--- src/rtl/instruction_decode_queue.sv ---
// RV32 fetch-to-decode buffer: DEPTH-entry FIFO feeding a registered decode stage.
// Optional macro ILLEGAL_DETECT_EN enables the registered illegal-instruction flag.
module instruction_decode_queue #(
    parameter int DEPTH = 4,
    parameter int XLEN  = 32
) (
    input  logic                          clk,
    input  logic                          reset,
    input  logic                          flush,
    input  logic                          in_valid,
    input  logic [31:0]                   in_instr,
    output logic                          in_ready,
    output logic                          out_valid,
    input  logic                          out_ready,
    output logic [6:0]                    opcode,
    output logic [4:0]                    rd,
    output logic [2:0]                    func3,
    output logic [4:0]                    rs1,
    output logic [4:0]                    rs2,
    output logic [6:0]                    func7,
    output logic [XLEN-1:0]               imm,
    output logic [2:0]                    fmt,
    output logic                          illegal,
    output logic [$clog2(DEPTH+2)-1:0]    count
);
    localparam int PW  = $clog2(DEPTH);
    localparam int CW  = $clog2(DEPTH+1);
    localparam int CWO = $clog2(DEPTH+2);

    localparam logic [2:0] FMT_R    = 3'd0;
    localparam logic [2:0] FMT_I    = 3'd1;
    localparam logic [2:0] FMT_S    = 3'd2;
    localparam logic [2:0] FMT_B    = 3'd3;
    localparam logic [2:0] FMT_U    = 3'd4;
    localparam logic [2:0] FMT_J    = 3'd5;
    localparam logic [2:0] FMT_NONE = 3'd6;

    logic [31:0]   mem [DEPTH];
    logic [PW-1:0] wr_ptr, rd_ptr;
    logic [CW-1:0] fifo_cnt;

    logic        xfer, ld, fifo_empty, pop, bypass, push;
    logic [31:0] src;
    logic [2:0]  dec_fmt;
    logic [31:0] imm32;
    logic [XLEN-1:0] dec_imm;

    assign in_ready   = fifo_cnt < CW'(DEPTH);
    assign xfer       = in_valid && in_ready;
    assign ld         = !out_valid || out_ready;
    assign fifo_empty = (fifo_cnt == '0);
    assign pop        = ld && !fifo_empty;
    // An empty FIFO lets the incoming word go straight into the output register.
    assign bypass     = ld && fifo_empty && xfer;
    assign push       = xfer && !bypass;
    assign src        = fifo_empty ? in_instr : mem[rd_ptr];
    assign count      = CWO'(fifo_cnt) + CWO'(out_valid);

    always_comb begin
        dec_fmt = FMT_NONE;
        case (src[6:0])
            7'b0110011:                                     dec_fmt = FMT_R;
            7'b0010011, 7'b0000011, 7'b1100111, 7'b1110011: dec_fmt = FMT_I;
            7'b0100011:                                     dec_fmt = FMT_S;
            7'b1100011:                                     dec_fmt = FMT_B;
            7'b0110111, 7'b0010111:                         dec_fmt = FMT_U;
            7'b1101111:                                     dec_fmt = FMT_J;
            default:                                        dec_fmt = FMT_NONE;
        endcase
    end

    always_comb begin
        imm32 = 32'd0;
        case (dec_fmt)
            FMT_I:   imm32 = {{20{src[31]}}, src[31:20]};
            FMT_S:   imm32 = {{20{src[31]}}, src[31:25], src[11:7]};
            FMT_B:   imm32 = {{19{src[31]}}, src[31], src[7], src[30:25], src[11:8], 1'b0};
            FMT_U:   imm32 = {src[31:12], 12'b0};
            FMT_J:   imm32 = {{11{src[31]}}, src[31], src[19:12], src[20], src[30:21], 1'b0};
            default: imm32 = 32'd0;
        endcase
        dec_imm        = {XLEN{imm32[31]}};
        dec_imm[31:0]  = imm32;
    end

    always_ff @(posedge clk) begin
        if (push && !flush)
            mem[wr_ptr] <= in_instr;
    end

    always_ff @(posedge clk or posedge reset) begin
        if (reset) begin
            wr_ptr   <= '0;
            rd_ptr   <= '0;
            fifo_cnt <= '0;
        end else if (flush) begin
            wr_ptr   <= '0;
            rd_ptr   <= '0;
            fifo_cnt <= '0;
        end else begin
            if (push) wr_ptr <= wr_ptr + 1'b1;
            if (pop)  rd_ptr <= rd_ptr + 1'b1;
            fifo_cnt <= fifo_cnt + CW'(push) - CW'(pop);
        end
    end

    always_ff @(posedge clk or posedge reset) begin
        if (reset) begin
            out_valid <= 1'b0;
            opcode    <= '0;
            rd        <= '0;
            func3     <= '0;
            rs1       <= '0;
            rs2       <= '0;
            func7     <= '0;
            imm       <= '0;
            fmt       <= '0;
        end else if (flush) begin
            out_valid <= 1'b0;
        end else if (ld) begin
            if (pop || bypass) begin
                out_valid <= 1'b1;
                opcode    <= src[6:0];
                rd        <= src[11:7];
                func3     <= src[14:12];
                rs1       <= src[19:15];
                rs2       <= src[24:20];
                func7     <= src[31:25];
                imm       <= dec_imm;
                fmt       <= dec_fmt;
            end else begin
                out_valid <= 1'b0;
            end
        end
    end

`ifdef ILLEGAL_DETECT_EN
    always_ff @(posedge clk or posedge reset) begin
        if (reset)
            illegal <= 1'b0;
        else if (!flush && ld && (pop || bypass))
            illegal <= (dec_fmt == FMT_NONE) || (src[1:0] != 2'b11);
    end
`else
    assign illegal = 1'b0;
`endif

endmodule

--- config.mk ---
export PLATFORM = sky130hd
export DESIGN_NAME = instruction_decode_queue
export DESIGN_NICKNAME = d
export VERILOG_FILES = /design/src/rtl/instruction_decode_queue.sv
export SDC_FILE = /design/constraint.sdc
export NUM_CORES = 1
export LEC_CHECK = 0
export CORE_UTILIZATION = 50
export CTS_BUF_LIST = sky130_fd_sc_hd__clkbuf_8
export DETAILED_ROUTE_END_ITERATION = 7
export HOLD_SLACK_MARGIN = 0.15
export PLACE_DENSITY = 0.73
export SLEW_MARGIN = 20
export SYNTH_ARGS = -nofsm -noshare
export SYNTH_HDL_FRONTEND = slang
export SYNTH_SLANG_ARGS = --single-unit
--- constraint.sdc ---
create_clock -name clk -period 10.55 [get_ports clk]
set_clock_uncertainty 0.2 [all_clocks]
set_input_delay 3.165 -clock clk [delete_from_list [all_inputs] [get_ports clk]]
set_output_delay 3.165 -clock clk [all_outputs]
set_load 0.005 [all_outputs]
* Word-level counts from Yosys, hierarchy flattened
Memory sizes are Yosys's and may differ from the RTL's. Index checks and enable logic that the tools add are counted.
Word-level totals: memories 1, output and inout bits 73, bits of input ports 37, bits in writable memories 128, register bits 75, logic and storage cells 67
Memory list:
- mem | words 4, width 32, read ports 1, clocked after Yosys merged registers in 0, wr ports 1, RTL line 38 | logic [31:0] mem [DEPTH];
Cells by class: equal/unequal tests 15, $lt $le $gt $ge 1, reductions and logical operators 19, add/sub/neg operators 5, mux-type cells 13, bitwise gates (word level) 1
Operator list (number):
- $pmux 32 s5 | 1
- $mux 32 | 1
- $eq 7x7->1 const B | 4
- $eq 7x6->1 const B | 3
- $pmux 3 s6 | 1
- $eq 7x5->1 const B | 2
- $mux 2 | 4
- $eq 7x2->1 const B | 1
- $add 3x1->3 | 2
- $eq 3x2->1 const B | 2
- $eq 3x3->1 const B | 2
- $logic_and 1x1->1 | 6
- $reduce_bool 2->1 | 3
- $mux 1 | 5
- $add 2x1->2 const B | 2
- $logic_not 1->1 | 4
- $reduce_or 4->1 | 1
- $eq 3x1->1 const B | 1
- $logic_not 3->1 | 1
- $lt 3x3->1 const B | 1
- $mux 3 | 1
- $reduce_and 3->1 | 1
- $sub 3x1->3 | 1
- $logic_or 1x1->1 | 2
- other kinds (2) | 2

* Logic depth before layout (Yosys ltp)
Gate-level depths: netlist (run 1).
depth in word-level cells 9, mapped depth 13, depth with buffers taken out 10

* Worst setup path after synthesis (run 1)
No wires, ideal clock.
kind input to register, from input in_instr[1], to register imm[11], arrival time 5.448 ns, path buffers 1, setup time 0.066 ns, cell stages on the path 10, data required time 10.284 ns, setup slack 4.835 ns, cells stage by stage nand2_1 > nor3_1 > nor2_2 > or3b_1 > ha_1 > or4b_1 > buf_2 > or3b_1 > a21oi_1 > a221o_1
On the way: cells in the longest elaborated chain, start to end 6, elaborated cells on any way between the ends 20, classes of those cells eq/ne: 15; mux: 3; reduce/logical: 2
RTL lines:
- from (decl) | RTL line 11 | input logic [31:0] in_instr,
- $mux 32 * | RTL line 56 | assign src = fifo_empty ? in_instr : mem[rd_ptr];
- $eq 7x5->1, or another cell as far along | RTL line 61 | case (src[6:0])
- $reduce_or 4->1 / $reduce_or 2->1 (equally long branches) | RTL line 61
- $pmux 3 s6 * | RTL line 61
- $eq 3x3->1, or another cell as far along | RTL line 74 | case (dec_fmt)
- $pmux 32 s5 * | RTL line 74
- to (signal assigned) | RTL line 129 | imm <= dec_imm;
- to (decl) | RTL line 21 | output logic [XLEN-1:0] imm,
Every way passes the cells marked *; elsewhere a longest branch is shown, timed or not. A chain may end at the register's enable or synchronous reset.

* Worst setup path after layout (run 1)
from input in_instr[1], to register imm[21]
The elaborated chain is that of the path after synthesis.

==> results of run 1 <==
==> cells by family (layout without fill, tap and decap cells) <==
logic type / Yosys count / after routing
AO/OA/AOI/OAI: 84 / 84
XOR/XNOR: 8 / 8
adder cells (fa/ha/maj): 10 / 10
buffers and inverters: 47 / 190
flip-flops: 203 / 203
multiplexers: 62 / 62
other: 1 / 1
AND/OR/NAND/NOR: 134 / 134
==> synth_stat cells, types with 3 or more instances <==
cell / count / area (um^2)
a31oi_1: 6 / 37.5
o21ai_1: 7 / 35.0
xnor2_1: 5 / 43.8
mux2i_1: 25 / 250
nor3_1: 13 / 65.1
nor2b_1: 5 / 31.3
mux2_2: 3 / 33.8
ha_1: 9 / 113
mux4_2: 32 / 721
buf_1: 6 / 22.5
a221o_1: 14 / 140
edfxtp_1: 128 / 3840
o22ai_1: 3 / 18.8
xor2_1: 3 / 26.3
dfrtp_1: 75 / 1880
o21ai_0: 30 / 150
nand3_1: 6 / 30.0
a211o_1: 8 / 70.1
nand2_1: 74 / 278
a21oi_1: 3 / 15.0
buf_4: 3 / 22.5
inv_1: 16 / 60.1
clkbuf_1: 12 / 45.0
and2_1: 5 / 31.3
buf_2: 9 / 45.0
nor2_1: 17 / 63.8
==> path summary, 6_finish.rpt <==
kind / to / slack [ps] / cells past startpoint
max: imm[21]$_DFFE_PP0P_ / 4290 / 10
min: imm[8]$_DFFE_PP0P_ / 280 / 2
max reg2reg: imm[21]$_DFFE_PP0P_ / 6200 / 10
min reg2reg: imm[8]$_DFFE_PP0P_ / 280 / 2
max in group asynchronous: rd_ptr[0]$_DFFE_PP0P_ / 6420 / 3
min in group asynchronous: rd[0]$_DFFE_PP0P_ / 3050 / 3
==> power breakdown <==
part / internal (mW) / switching (mW) / leakage (nW)
Combinational: 0.383 / 0.428 / 1.48
Sequential: 0.954 / 0.0659 / 2.13
Clock: 0.361 / 0.294 / 0.355
Total: 1.70 / 0.788 / 3.97
==> metrics by stage <==
| stage | setup slack [ps] | total power [mW] | cells |
|---|---|---|---|
| after floorplan | 4840 | 1.53 | 549 |
| after global routing | 4080 | 2.61 | 912 |
| final | 4290 | 2.49 | 912 |
| after CTS | 4370 | 2.50 | 912 |
| after detailed placement | 3820 | 1.85 | 856 |
| after global placement | 3980 | 1.83 | 856 |
==> state kept, by name, summed over array words and instances (netlist names), 2 cells and up <==
name and flops:
rs2 5, rd_ptr 2, opcode 7, rs1 5, fmt 3, func7 7, imm 32, func3 3
mem 128, fifo_cnt 3, rd 5, wr_ptr 2
==> worst min-delay path: stages, from the launching register on <==
cell	delay (ps)
dfrtp_1	340
nand2_1	50
o21ai_1	60
==> area by class of cell <==
cell class / count / area, um^2
fill: 1205 / 6130
sequential: 203 / 5720
multi-input combinational: 299 / 2480
timing repair buffer: 118 / 1160
clock buffer: 36 / 495
tap: 220 / 275
clock inverter: 20 / 145
inverter: 16 / 61.3
==> layer usage <==
metal  routed length [um]  up-vias  share of wire (%)  track usage, %
met5                    0        -                  0               0
met4                  335        0                1.8            6.78
met3                 1050       32                5.8            3.51
met1                 7990     2557                 44            29.9
met2                 8810      181                 48            35.2
li1                     -     2318                  -               -
==> key figures, run 1 <==
Drt
  • DR vias: between 5000 and 6000
  • DRC viols: 0
  • 1st-pass router iterations: 5
  • Detailed Route WL: around 18 mm
  • ANT nets after route: 0
  • Via density: between 5 and 6
  • WL/cell: ~20 um
  • DR iter-0 viols: approximately 390

Yosys
  • Largest family of logic cells by synthesized area: multiplexers
  • Synth Area in Adders: approximately 1.6%
  • Syn Inst Count: ~550
  • Prevailing post-synth register cell: edfxtp_1
  • Simple-Gate Fraction of Synth Area: 7.39%
  • Syn Std Cell Area: around 8400 um^2
  • Flops & latches, synth: around 200
  • Fraction of registers with async set/reset: a little under two fifths
  • Synth Area in Compound Gates: between 7 and 8%
  • Synth warn: 0
  • Post-synthesis sequential area ratio: between 60% and 70%
  • Mux share of post-synthesis cell area: about 13%
  • Post-synth EDFFs: around 130
  • Mapped Nets: slightly below 600
  • Mean Syn Cell Area: around 15 um^2
  • Xor/xnor share of the synthesized area: less than 1%
  • Netlist cell types: a little over 50

Timing
  • Fmax: ~160 MHz
  • Final hold vios: 0
  • Hold WS: about 280 ps
  • Tcrit/Tclk final: between 50 and 60%
  • Slew Limit Fails: 0
  • TNS Setup: 0 ps
  • Slew @ Worst Pin: 964 ps
  • # setup viols final: 0
  • Minimum clock period after layout: between 6000 and 7000 ps
  • RSZ-0062 raised after global routing: false
  • Max-slew headroom at the worst pin: 35.7%

Setup path
  • Reg2Reg Launch Point: fifo_cnt[0]$_DFF_PP0_
  • Peak fanout along the critical path: 11
  • CP max stage delay: roughly 700 ps
  • Setup crit start: in_instr[1]
  • Crit path buffers/inverters: 1
  • Crit path launch type: primary input
  • Critical Path End Type: register
  • Critical path arrival: ~6600 ps
  • Worst endpoint required time: 10830 ps
  • Slowest stage cell, crit path: nor2_1
  • CP delay by family, top: simple AND/OR/NAND/NOR gates
  • Critical-path cell list: clkdlybuf4s50_1 -> nand2_1 -> nor3_1 -> nor2_2 -> or3b_1 -> ha_1 -> o21ai_0 -> nand3_1 -> nor2_1 -> a221o_1
  • Crit path kind: primary input to register

GRT
  • Total GRT Usage: between 20% and 30%
  • GRT overflow: 0
  • Initial antenna violation count: 0
  • First-pass GRT wire length: approximately 29 mm
  • Largest net degree at the start of global routing: 90
  • Vias in the first global route: 5140

Clock network
  • Clk pin slew, worst setup/hold paths: 60 ps
  • Cts bufs inserted: 30
  • # clock sinks: 203
  • Clock Latency Late Sink: 550 ps
  • Setup bufs post-CTS: 0
  • H-Tree Depth: 1
  • CTS tree: yes
  • Post-CTS Resized: 0
  • Clock buffer depth: 3
  • Root buffer cell: clkbuf_8
  • # hold bufs at CTS: 0

Job
  • Number of max-cap violations: 0

Layout
  • Nets: just over 700
  • # diodes: 0
  • Fin util: 62.8%
  • Area Overhead vs Synth: 23.1%
  • Layout cell share with drive strength beyond 1: between 10% and 20%
  • Commonest non-fill, non-tap cells in the layout: 128 x edfxtp_1, 108 x clkdlybuf4s50_1, 74 x nand2_1, 74 x dfrtp_1, 36 x clkbuf_8
  • Final Cell Area: between 10000 and 15000 um^2
  • Most common cell after layout, fill and taps aside: edfxtp_1

Worst hold path
  • Hold path start: imm[8]$_DFFE_PP0P_
  • Worst Hold Class: register to register

Floorplan
  • Total die area: 17300 um^2
  • Placeable Area: approximately 16000 um^2
  • Initial Utilization: about half
  • Io pins: between 100 and 150
  • Die H: approximately 130 um
  • Die width: around 130 um
  • # rows: 47

Placement
  • Final Wtd Congestion: 0.802
  • Input/output buffers: 108
  • Area after DPL: around 9700 um^2
  • HPWL after DPL: ~12 mm

Pwr
  • Leakage: 3.97 nW
  • Max IR drop VDD: about 0.13 mV
  • Pwr/cell area: 240 nW/um^2

Status
  • Status: complete, no violations
Note: power is estimated with default switching activity, not from simulation.
==> inputs of run 2 (changes only) <==
==> constraint.sdc (replaced) <==
create_clock -name clk -period 6.6 [get_ports clk]
set_clock_uncertainty 0.2 [all_clocks]
set_input_delay 1.98 -clock clk [delete_from_list [all_inputs] [get_ports clk]]
set_output_delay 1.98 -clock clk [all_outputs]
set_load 0.005 [all_outputs]
==> key figures, run 2 (same netlist as run 1, synthesis figures left out) <==
Setup path
  • CP delay by family, top: simple AND/OR/NAND/NOR gates
  • Crit path launch type: primary input
  • Reg2Reg Launch Point: fifo_cnt[1]$_DFF_PP0_
  • Crit path buffers/inverters: 1
  • Setup crit start: in_instr[1]
  • Critical-path cell list: clkdlybuf4s50_1 -> nand2_1 -> nor3_1 -> nor2_2 -> or3b_1 -> ha_1 -> o21ai_0 -> nand3_1 -> nor2_1 -> a221o_1
  • Critical Path End Type: register
  • Critical path arrival: approximately 5300 ps
  • Worst endpoint required time: just under 7000 ps
  • CP max stage delay: between 600 and 700 ps
  • Crit path kind: primary input to register
  • Peak fanout along the critical path: 11
  • Slowest stage cell, crit path: nor2_1

Layout
  • Most common cell after layout, fill and taps aside: edfxtp_1
  • Final Cell Area: around 10000 um^2
  • Largest registers: mem x128, imm x32
  • Max reg flops: between 100 and 150
  • Largest register by flop count: mem
  • # diodes: 0
  • Nets: 720
  • Area Overhead vs Synth: 23.2%
  • Commonest non-fill, non-tap cells in the layout: 128 x edfxtp_1, 108 x clkdlybuf4s50_1, 74 x nand2_1, 74 x dfrtp_1, 38 x clkbuf_8
  • Layout cell share with drive strength beyond 1: roughly 14%

Clock network
  • Clk pin slew, worst setup/hold paths: around 60 ps
  • Clock buffer depth: 3
  • Setup bufs post-CTS: 0
  • H-Tree Depth: 2
  • # clock sinks: between 200 and 250
  • Cts bufs inserted: 34
  • Clock Latency Late Sink: between 500 and 600 ps
  • # hold bufs at CTS: 0
  • Post-CTS Resized: 0
  • Root buffer cell: clkbuf_8
  • CTS tree: yes

Floorplan
  • Initial Utilization: between 50% and 60%
  • # rows: 47
  • Die width: approximately 130 um
  • Io pins: 110
  • Die H: ~130 um
  • Total die area: 17300 um^2
  • Placeable Area: 16500 um^2

Drt
  • Via density: between 5 and 6
  • DRC viols: 0
  • Detailed Route WL: between 15 and 20 mm
  • ANT nets after route: 0
  • 1st-pass router iterations: 5
  • DR vias: 5162
  • DR iter-0 viols: about 460
  • WL/cell: 20.2 um

Timing
  • TNS Setup: 0 ps
  • Slew Limit Fails: 0
  • Minimum clock period after layout: between 5000 and 6000 ps
  • # setup viols final: 0
  • RSZ-0062 raised after global routing: false
  • Tcrit/Tclk final: 77.1%
  • Final hold vios: 0
  • Slew @ Worst Pin: 719 ps
  • Fmax: 197 MHz
  • Max-slew headroom at the worst pin: a little over half

Worst hold path
  • Hold path start: rs2[2]$_DFFE_PP0P_
  • Worst Hold Class: register to register

GRT
  • Initial antenna violation count: 0
  • Total GRT Usage: about 22%
  • Largest net degree at the start of global routing: approximately 50
  • Vias in the first global route: 5261
  • First-pass GRT wire length: 29.0 mm
  • GRT overflow: 0

Placement
  • HPWL after DPL: 12.1 mm
  • Area after DPL: 9700 um^2
  • Input/output buffers: around 110
  • Final Wtd Congestion: just over 0.8

Pwr
  • Leakage: 3.99 nW
  • Pwr/cell area: between 300 and 400 nW/um^2
  • Max IR drop VDD: around 0.20 mV

Job
  • Number of max-cap violations: 0

Status
  • Status: complete, no violations
run 2: changes by cell type in the layout (fill, tap and decap cells not counted), moves of 2 or more:
cell / before / now
inv_1: 23 / 30
clkinv_2: 5 / 2
bufinv_16: 2 / 0
clkbuf_8: 36 / 38
clkinv_1: 3 / 5
run 2: worst reg2reg max path, cell delays in order, from the launching register on:
cell     delay [ps]
dfrtp_1         430
or3_2           680
mux2i_4         380
nand2_1         170
or3b_1          470
ha_1            260
o21ai_0         160
nand3_1         410
nor2_1          670
a221o_1         250
run 2: stage by stage:
step | power (mW) | worst slack, ps | hold slack, ps | utilization [%] | cells
after CTS | 3.96 | 1540 | 282 | 62.7 | 917
after global routing | 4.15 | 1240 | 298 | 62.8 | 918
after detailed placement | 2.96 | 1030 | 267 | 58.9 | 856
final | 3.95 | 1510 | 280 | 62.8 | 918
after floorplan | 2.44 | 2070 | 270 | - | 549
after global placement | 2.93 | 1220 | 262 | 58.9 | 856
run 2: power breakdown:
group	internal [mW]	switching, mW
sequential	1.53	0.109
combinational	0.618	0.692
clock	0.528	0.476
run 2: worst paths after layout:
check	endpoint	slack, ps	cells past startpoint
worst max-delay path	imm[24]$_DFFE_PP0P_	1510	10
worst min-delay path	rs2[2]$_DFFE_PP0P_	280	2
worst max register to register	imm[24]$_DFFE_PP0P_	2450	9
worst min register to register	rs2[2]$_DFFE_PP0P_	280	2
max in group asynchronous	imm[16]$_DFFE_PP0P_	3570	3
min in group asynchronous	imm[11]$_DFFE_PP0P_	1610	2
run 2: per-layer routing:
metal,vias to the layer above,global-route usage [%],share of wire (%)
li1,2331,-,-
met1,2562,30.8,44
met2,222,34.0,47
met3,47,3.86,5.2
met4,0,9.43,3.4
met5,-,0,0
run 2: layout make-up:
type                            count  area, um^2
Fill cell                        1190        6120
Sequential cell                   203        5720
Multi-Input combinational cell    299        2480
Timing Repair Buffer              119        1180
Clock buffer                       38         523
Tap cell                          220         275
Clock inverter                     23        96.3
Inverter                           16        61.3
==> inputs of run 3 (changes only) <==
==> constraint.sdc (replaced) <==
create_clock -name clk -period 5.3 [get_ports clk]
set_clock_uncertainty 0.2 [all_clocks]
set_input_delay 1.59 -clock clk [delete_from_list [all_inputs] [get_ports clk]]
set_output_delay 1.59 -clock clk [all_outputs]
set_load 0.005 [all_outputs]
==> key figures, run 3 (same netlist as run 1, synthesis figures left out) <==
Setup path
  • Crit path launch type: primary input
  • R2R depth: 9
  • CP max stage delay: about 650 ps
  • Critical-path cell list: clkdlybuf4s50_1 -> nand2_1 -> nor3_1 -> nor2_2 -> or3b_1 -> ha_1 -> or4b_1 -> nor2b_1 -> nor2_2 -> a211o_1
  • Crit path kind: primary input to register
  • Critical Path End Type: register
  • CP delay by family, top: simple AND/OR/NAND/NOR gates
  • Worst endpoint required time: 5600 ps
  • Critical path arrival: between 4000 and 5000 ps
  • Crit path buffers/inverters: 1
  • Crit-path most repeated cell: nor2_2
  • Peak fanout along the critical path: 8
  • R2R Setup Slk: approximately 1000 ps
  • FF-to-FF End: imm[15]$_DFFE_PP0P_
  • Slowest stage cell, crit path: or4b_1
  • Reg2Reg Launch Point: rd_ptr[0]$_DFFE_PP0P_

Floorplan
  • Initial Utilization: about half
  • Io pins: 110
  • # rows: 47
  • Die width: between 100 and 150 um
  • Placeable Area: between 15000 and 20000 um^2
  • Die H: about 130 um
  • Total die area: between 15000 and 20000 um^2

Timing
  • Tcrit/Tclk final: between 80 and 90%
  • Slew @ Worst Pin: slightly above 800 ps
  • RSZ-0062 raised after global routing: false
  • Fmax: approximately 230 MHz
  • Minimum clock period after layout: around 4400 ps
  • Final hold vios: 0
  • TNS Setup: 0 ps
  • Slew Limit Fails: 0
  • Max-slew headroom at the worst pin: between 40% and 50%
  • # setup viols final: 0

Job
  • Number of max-cap violations: 0

Layout
  • Nets: 719
  • Most common cell after layout, fill and taps aside: edfxtp_1
  • Fin util: 63.3%
  • Filler instances: about 1200
  • Commonest non-fill, non-tap cells in the layout: 128 x edfxtp_1, 108 x clkdlybuf4s50_1, 74 x nand2_1, 74 x dfrtp_1, 39 x clkbuf_8
  • Max reg flops: 128
  • Largest registers: mem x128, imm x32
  • Area Overhead vs Synth: 24.1%
  • Layout cell share with drive strength beyond 1: 15.5%
  • # diodes: 0
  • Largest register by flop count: mem
  • Cell Count, Final, Fillers Out: slightly above 900

Clock network
  • Clk pin slew, worst setup/hold paths: ~60 ps
  • Cts bufs inserted: 31
  • Setup bufs post-CTS: 0
  • Clock buffer depth: 3
  • Post-CTS Resized: 0
  • # clock sinks: 203
  • Root buffer cell: clkbuf_8
  • CTS tree: yes
  • # hold bufs at CTS: 0
  • H-Tree Depth: 1
  • Clock Latency Late Sink: 570 ps

Drt
  • Via density: 5.60
  • DRC viols: 0
  • DR vias: 5131
  • DR iter-0 viols: 412
  • WL/cell: approximately 20 um
  • 1st-pass router iterations: 4
  • ANT nets after route: 0
  • Detailed Route WL: ~18 mm

Placement
  • Input/output buffers: between 100 and 150
  • Placed Cells: approximately 860
  • Final Wtd Congestion: 0.810
  • HPWL after DPL: between 10 and 15 mm

Worst hold path
  • Worst Hold Class: register to register
  • Worst Hold End: rs2[4]$_DFFE_PP0P_
  • Worst hold path depth: 2
  • Hold path start: rs2[4]$_DFFE_PP0P_

Status
  • Status: complete, no violations

Pwr
  • Pwr/cell area: slightly below 500 nW/um^2
  • Max IR drop VDD: 0.264 mV
  • Leakage: approximately 4.0 nW

GRT
  • Initial antenna violation count: 0
  • Total GRT Usage: 21.8%
  • Vias in the first global route: 5197
  • GRT overflow: 0
  • Largest net degree at the start of global routing: between 60 and 70
  • First-pass GRT wire length: ~29 mm
-- run 3: changes by cell type in the layout (fill, tap and decap cells not counted), sizes merged --
cell / delta
clkinvlp: -1
clkinv: -1
clkbuf: +1
bufinv: +2
inv: -4
buf: +2
-- run 3: report_power, final --
| part | total [mW] | internal (mW) | switching [mW] | leakage, nW |
|---|---|---|---|---|
| logic | 1.61 | 0.767 | 0.839 | 1.50 |
| clock network | 1.36 | 0.761 | 0.599 | 0.383 |
| registers | 2.05 | 1.90 | 0.152 | 2.13 |
| total | 5.02 | 3.43 | 1.59 | 4.01 |
-- run 3: layer usage --
layer | wire length [um] | share of wire, % | track usage (%) | up-vias
met5 | 0 | 0 | 0 | -
met2 | 8900 | 48 | 35.4 | 172
li1 | - | - | - | 2333
met4 | 278 | 1.5 | 5.81 | 0
met3 | 1040 | 5.7 | 3.78 | 29
met1 | 8180 | 44 | 30.5 | 2597
-- run 3: through the flow --
stage | instance area (um^2) | setup WS, ps | hold slack [ps] | total power [mW]
2_1_floorplan | 8400 | 1160 | 270 | 3.04
3_3_place_gp | 9740 | 418 | 261 | 3.65
3_5_place_dp | 9740 | 323 | 265 | 3.70
4_1_cts | 10400 | 908 | 281 | 5.05
5_1_grt | 10400 | 626 | 301 | 5.28
6_report | 10400 | 862 | 276 | 5.02
-- run 3: how the worst max path moves through the flow --
stage          slack [ps]         from                  end  depth (start not counted)
5_1_grt               630  in_instr[1]  imm[15]$_DFFE_PP0P_                         10
2_1_floorplan        1160  in_instr[1]  imm[11]$_DFFE_PP0P_                         10
6_report              860  in_instr[0]  imm[15]$_DFFE_PP0P_                         10
3_5_place_dp          320  in_instr[0]  imm[15]$_DFFE_PP0P_                         10
3_3_place_gp          420  in_instr[0]  imm[17]$_DFFE_PP0P_                         10
4_1_cts               910  in_instr[0]  imm[15]$_DFFE_PP0P_                         10
-- run 3: final cells by class --
class                   count  area (um^2)  area share (%)
clock buffers              39          537            5.15
clock inverters            19          136            1.31
inverters                  16         62.6           0.600
multi-input cells         299         2480            23.8
flip-flops and latches    203         5720            54.9
well taps                 220          275            2.64
repair buffers            121         1200            11.6
-- run 3: worst reg2reg max path, stage by stage, from the launching register on --
cell and delay (ps):
dfrtp_2 850, mux4_2 620, mux2i_4 290, nand2_1 160
or3b_1 450, ha_1 250, or4b_1 650, nor2b_1 210
nor2_2 350, a211o_1 170
